[config.mk]
export PLATFORM = sky130hd
export DESIGN_NAME = decode_regfile_top
export DESIGN_NICKNAME = d
export VERILOG_FILES = /design/src/rtl/rv_pkg.sv /design/src/rtl/rv_decoder.sv /design/src/rtl/rv_regfile.sv /design/src/rtl/decode_regfile_top.sv
export SDC_FILE = /design/constraint.sdc
export NUM_CORES = 2
export LEC_CHECK = 0
export BUFFER_PORTS_ARGS = -buffer_cell sky130_fd_sc_hd__buf_2
export CAP_MARGIN = 20
export CORE_MARGIN = 5
export CORE_UTILIZATION = 35
export DETAILED_ROUTE_END_ITERATION = 6
export PLACE_DENSITY = 0.52
export RECOVER_POWER = 25
export SLEW_MARGIN = 20
export SYNTH_ARGS = -nofsm -noshare
export SYNTH_HDL_FRONTEND = slang
export SYNTH_HIERARCHICAL = 1
export SYNTH_SLANG_ARGS = --single-unit
[constraint.sdc]
create_clock -name clk -period 85.2 [get_ports clk]
set_clock_uncertainty 0.1 [all_clocks]
set_input_delay 4.26 -clock clk [delete_from_list [all_inputs] [get_ports clk]]
set_output_delay 4.26 -clock clk [all_outputs]
set_load 0.02 [all_outputs]
[src/rtl/rv_pkg.sv]
// Shared RV32I definitions: widths, opcode/funct encodings and decode records.
package rv_pkg;

  localparam int unsigned XLEN     = 32;
  localparam int unsigned NUM_REGS = 32;
  localparam int unsigned REG_AW   = 5;
  localparam int unsigned ILEN     = 32;

  typedef enum logic [6:0] {
    OP_LOAD   = 7'b0000011,
    OP_IMM    = 7'b0010011,
    OP_AUIPC  = 7'b0010111,
    OP_STORE  = 7'b0100011,
    OP_R      = 7'b0110011,
    OP_LUI    = 7'b0110111,
    OP_BRANCH = 7'b1100011,
    OP_JALR   = 7'b1100111,
    OP_JAL    = 7'b1101111,
    OP_SYS    = 7'b1110011
  } opcode_e;

  typedef enum logic [2:0] {
    FMT_R,
    FMT_I,
    FMT_S,
    FMT_B,
    FMT_U,
    FMT_J,
    FMT_NONE
  } fmt_e;

  localparam logic [2:0] F3_ADD_SUB = 3'b000;
  localparam logic [2:0] F3_JALR    = 3'b000;
  localparam logic [6:0] F7_BASE    = 7'b0000000;
  localparam logic [6:0] F7_ALT     = 7'b0100000;

  typedef struct packed {
    logic is_add;
    logic is_sub;
    logic is_addi;
    logic is_load;
    logic is_store;
    logic is_branch;
    logic is_lui;
    logic is_auipc;
    logic is_jal;
    logic is_jalr;
    logic is_system;
  } instr_flags_t;

  typedef struct packed {
    logic [6:0]        opcode;
    logic [REG_AW-1:0] rd;
    logic [2:0]        funct3;
    logic [REG_AW-1:0] rs1;
    logic [REG_AW-1:0] rs2;
    logic [6:0]        funct7;
    fmt_e              fmt;
    instr_flags_t      flags;
    logic              rs1_valid;
    logic              rs2_valid;
  } dec_t;

  // Format class of an opcode; anything unrecognised is FMT_NONE.
  function automatic fmt_e classify(input logic [6:0] op);
    fmt_e f;
    case (op)
      OP_R:                             f = FMT_R;
      OP_IMM, OP_LOAD, OP_JALR, OP_SYS: f = FMT_I;
      OP_STORE:                         f = FMT_S;
      OP_BRANCH:                        f = FMT_B;
      OP_LUI, OP_AUIPC:                 f = FMT_U;
      OP_JAL:                           f = FMT_J;
      default:                          f = FMT_NONE;
    endcase
    return f;
  endfunction

endpackage

[src/rtl/rv_decoder.sv]
// Combinational RV32I decoder: field split, format class, instruction flags
// and source-operand valid bits.
module rv_decoder
  import rv_pkg::*;
(
  input  logic [ILEN-1:0] instr,
  output dec_t            dec
);

  fmt_e fmt;

  assign fmt = classify(instr[6:0]);

  // Field extraction, flag decode and operand-use qualification.
  always_comb begin
    dec           = '0;
    dec.opcode    = instr[6:0];
    dec.rd        = instr[11:7];
    dec.funct3    = instr[14:12];
    dec.rs1       = instr[19:15];
    dec.rs2       = instr[24:20];
    dec.funct7    = instr[31:25];
    dec.fmt       = fmt;

    dec.flags.is_add    = (instr[6:0] == OP_R) && (instr[14:12] == F3_ADD_SUB)
                          && (instr[31:25] == F7_BASE);
    dec.flags.is_sub    = (instr[6:0] == OP_R) && (instr[14:12] == F3_ADD_SUB)
                          && (instr[31:25] == F7_ALT);
    dec.flags.is_addi   = (instr[6:0] == OP_IMM) && (instr[14:12] == F3_ADD_SUB);
    dec.flags.is_load   = (instr[6:0] == OP_LOAD);
    dec.flags.is_store  = (instr[6:0] == OP_STORE);
    dec.flags.is_branch = (instr[6:0] == OP_BRANCH);
    dec.flags.is_lui    = (instr[6:0] == OP_LUI);
    dec.flags.is_auipc  = (instr[6:0] == OP_AUIPC);
    dec.flags.is_jal    = (instr[6:0] == OP_JAL);
    dec.flags.is_jalr   = (instr[6:0] == OP_JALR) && (instr[14:12] == F3_JALR);
    dec.flags.is_system = (instr[6:0] == OP_SYS);

    dec.rs1_valid = (fmt == FMT_R) || (fmt == FMT_I) || (fmt == FMT_S) || (fmt == FMT_B);
    dec.rs2_valid = (fmt == FMT_R) || (fmt == FMT_S) || (fmt == FMT_B);
  end

endmodule

[src/rtl/rv_regfile.sv]
// Integer register file: two asynchronous read ports, one synchronous write
// port, x0 hardwired to zero, asynchronous active-high reset.
module rv_regfile #(
  parameter int unsigned XLEN     = 32,
  parameter int unsigned NUM_REGS = 32,
  parameter int unsigned AW       = $clog2(NUM_REGS)
) (
  input  logic            clk,
  input  logic            rst,
  input  logic [AW-1:0]   rs1_addr,
  input  logic [AW-1:0]   rs2_addr,
  output logic [XLEN-1:0] rs1_data,
  output logic [XLEN-1:0] rs2_data,
  input  logic            we,
  input  logic [AW-1:0]   waddr,
  input  logic [XLEN-1:0] wdata
);

  // x0 has no storage; entries 1..NUM_REGS-1 only.
  logic [XLEN-1:0] regs [1:NUM_REGS-1];

  // Reset clears every stored register; otherwise commit non-x0 writes.
  always_ff @(posedge clk or posedge rst) begin
    if (rst) begin
      for (int unsigned i = 1; i < NUM_REGS; i++) begin
        regs[i] <= '0;
      end
    end else if (we && (waddr != '0)) begin
      regs[waddr] <= wdata;
    end
  end

  // Zero-latency reads with x0 forced to zero; no write bypass.
  always_comb begin
    rs1_data = '0;
    rs2_data = '0;
    if (rs1_addr != '0) rs1_data = regs[rs1_addr];
    if (rs2_addr != '0) rs2_data = regs[rs2_addr];
  end

endmodule

[src/rtl/decode_regfile_top.sv]
// Decode + register-file front end: the decoder selects the source registers
// and the operands are zeroed when the instruction format does not use them.
module decode_regfile_top
  import rv_pkg::*;
#(
  parameter int unsigned XLEN     = rv_pkg::XLEN,
  parameter int unsigned NUM_REGS = rv_pkg::NUM_REGS
) (
  input  logic [31:0]                   instr,
  input  logic                          clk,
  input  logic                          rst,
  output logic [XLEN-1:0]               rs1_read_data,
  output logic [XLEN-1:0]               rs2_read_data,
  input  logic                          rf_write_en,
  input  logic [$clog2(NUM_REGS)-1:0]   rf_write_reg,
  input  logic [XLEN-1:0]               rf_write_data
);

  dec_t            dec;
  logic [XLEN-1:0] rf_rs1;
  logic [XLEN-1:0] rf_rs2;
  logic            dec_unused;

  rv_decoder u_dec (
    .instr (instr),
    .dec   (dec)
  );

  rv_regfile #(
    .XLEN     (XLEN),
    .NUM_REGS (NUM_REGS)
  ) u_rf (
    .clk      (clk),
    .rst      (rst),
    .rs1_addr (dec.rs1),
    .rs2_addr (dec.rs2),
    .rs1_data (rf_rs1),
    .rs2_data (rf_rs2),
    .we       (rf_write_en),
    .waddr    (rf_write_reg),
    .wdata    (rf_write_data)
  );

  // Decode outputs not consumed at this level (later pipeline stages use them).
  assign dec_unused = ^{dec.opcode, dec.rd, dec.funct3, dec.funct7, dec.fmt, dec.flags};

  // Operand gating by format.
  always_comb begin
    rs1_read_data = dec.rs1_valid ? rf_rs1 : '0;
    rs2_read_data = dec.rs2_valid ? rf_rs2 : '0;
  end

endmodule

==> flow_metrics.py <==
metrics = {
    "drt": {
        "drtAntennaViolNets": 0,
        "routed_wirelength_um": 201000,
        "firstDrtPassIters": 5,
        "via_per_inst": 5.95,
        "drt-wirelength-per-cell_um": 31.0,
        "via_count": 38492,
        "drt_iter0_drc": 3204,
        "drc_errors": 0,
    },
    "die": {
        "die_h_um": 407,
        "coreArea_um2": 157000,
        "die_area_um2": 166000,
        "boundaryPins": 136,
        "start_util_pct": 35.3,
        "fp-row-count": 145,
        "die_w_um": 407,
    },
    "sta": {
        "drv_slew": 482,
        "setup_tns_ns": 0,
        "hold_viol": 0,
        "fin_crit_sh_pct": 15.4,
        "rsz0062_at_grt": "false",
        "worst_slew_pin_slew_ns": 3.98,
        "min_period_ns": 13.10,
        "fmax_mhz": 76.3,
        "setup_violations": 0,
        "slew_headroom_pct": -166,
    },
    "cells_and_area": {
        "final_core_util_pct": 38.8,
        "stdcell_count": 6474,
        "n_fill_cell": 15146,
        "reg_top3": "u_rf/regs x992",
        "largest_reg_flops": 992,
        "nets": 4386,
        "register_area_um2": 24800,
        "multi_input_area_um2": 28100,
        "area_delta_synth_final_pct": 9.96,
        "drive_above_1_share_pct": 37.3,
        "regMostFlops": "u_rf/regs",
    },
    "global_route": {
        "antenna_found_initial": 37,
        "grt_first_pass_wirelength_um": 288000,
        "grt_pass1_vias": 39193,
        "grt_max_degree": 162,
        "overflow": 0,
        "grt_usage_pct": 23.5,
    },
    "clock_network": {
        "cts_buffers": 110,
        "cts_max_level": 3,
        "cts_buffer_depth": 3,
        "cts.reportedPaths.clkPinSlew_ns": 0.06,
        "clock_sinks": 992,
        "cts_tree": "done",
        "postCtsSetupBuffers": 0,
        "clockRootBuffer": "clkbuf_16",
        "clk-insertion-delay-late_ns": 0.73,
        "cts_hold_buf": 0,
        "post_cts_resize_count": 0,
    },
    "setup_path": {
        "regToRegEndpoint": "u_rf/regs[578]",
        "crit_top_cell": "buf_4",
        "cp_cell_sequence": "buf_8 -> buf_4 -> nand2b_4 -> buf_4 -> o22ai_1 -> nor4_1 -> a211oi_2 -> and2_2 -> buf_2",
        "cp_num_buf_inv": 4,
        "cp-start-kind": "primary input",
        "critPathCaptureType": "output port",
        "worstPathArrival_ns": 8.74,
        "path_class": "primary input to output port",
        "crit_family": "buffers and inverters",
        "cp.depth": 9,
        "crit_slowest_cell": "buf_4",
        "rrSetupSlack_ns": 84.30,
        "r2r.worst_path.cells": 1,
        "crit_required_ns": 80.84,
        "crit_path_max_fanout": 61,
        "critPathMaxStageDelay_ns": 0.86,
        "reg2reg_from": "u_rf/regs[578]",
    },
    "min_path": {
        "hp-start": "u_rf/regs[579]",
        "hold-path-cell-count": 1,
        "min_to": "u_rf/regs[579]",
        "hold_class": "flip-flop to flip-flop",
    },
    "synth": {
        "syn_nets": 4518,
        "syn-mean-instance-area_um2": 12.4,
        "syn_area_um2": 55300,
        "syn_inst": 4446,
        "yosysWarnings": 6,
    },
    "placement": {
        "place_inst": 6260,
        "portBuffers": 120,
        "place_congestion": 0.795,
        "dp_hpwl_um": 113000,
    },
    "power": {
        "ir_drop_v": 0.0000158,
        "power_density_nw_per_um2": 23.4,
        "p_leak_nw": 27.5,
    },
    "run_status": {
        "violations": "max-capacitance violations, max-slew violations",
        "status": "finished with violations",
    },
    "flow_run": {
        "max_cap_violations": 11,
    },
}
==> worst max path at each step <==
stage,endpoint,slack (ns),start
after CTS,rs2_read_data[8],72.17,instr[21]
after global placement,rs2_read_data[8],72.16,instr[21]
final,rs2_read_data[8],72.10,instr[21]
after detailed placement,rs2_read_data[8],72.18,instr[21]
after global routing,rs2_read_data[8],72.14,instr[21]
after floorplan,u_rf/regs[0],52.93,rst
==> layer usage <==
layer  share of wire (%)  up-vias  GRT usage, %
li1                    -    16262             -
met1                  45    20475          32.8
met2                  45     1347          37.5
met3                 6.4      404          4.24
met4                 3.4        4          6.64
met5               0.014        -             0
==> cells in the final DEF, fill, tap and decap left out, drive strengths merged, types with 9 or more instances in the layout <==
cell / count
nor3: 67
nand4: 62
and2: 64
nor2: 145
mux2: 1060
nand2b: 70
a22oi: 64
a221o: 62
nor4: 64
mux4: 62
clkbuf: 175
o22ai: 194
nand2: 151
a211oi: 62
clkinv: 24
mux2i: 768
dfrtp: 992
nand3: 68
buf: 203
diode: 9
bufinv: 11
==> area by class of cell <==
| class | instances | share of cell area, % |
|---|---|---|
| Tap cell | 2058 | 4.24 |
| Clock buffer | 167 | 5.58 |
| Clock inverter | 38 | 0.807 |
| Sequential cell | 992 | 40.9 |
| Inverter | 2 | 0.0144 |
| Multi-Input combinational cell | 2997 | 46.2 |
| Antenna cell | 9 | 0.0371 |
| Timing Repair Buffer | 211 | 2.26 |
==> through the flow <==
stage | setup WS (ns) | instance area (µm²) | power [W] | hold WS, ns
finish | 72.10 | 60800 | 0.00142 | 0.409
global route | 72.14 | 60700 | 0.00149 | 0.425
CTS | 72.17 | 60800 | 0.00143 | 0.409
detailed placement | 72.18 | 57000 | 0.000911 | 0.395
global placement | 72.16 | 57000 | 0.000901 | 0.382
floorplan | 52.93 | 55300 | 0.000837 | 0.370
==> where the power goes <==
| part | leakage (nW) | internal [W] | switching [W] |
|---|---|---|---|
| Clock | 1.93 | 0.000306 | 0.000208 |
| Sequential | 12.7 | 0.000564 | 0.0000668 |
| Combinational | 12.9 | 0.000144 | 0.000132 |
Note: power is estimated with default switching activity, not from simulation.
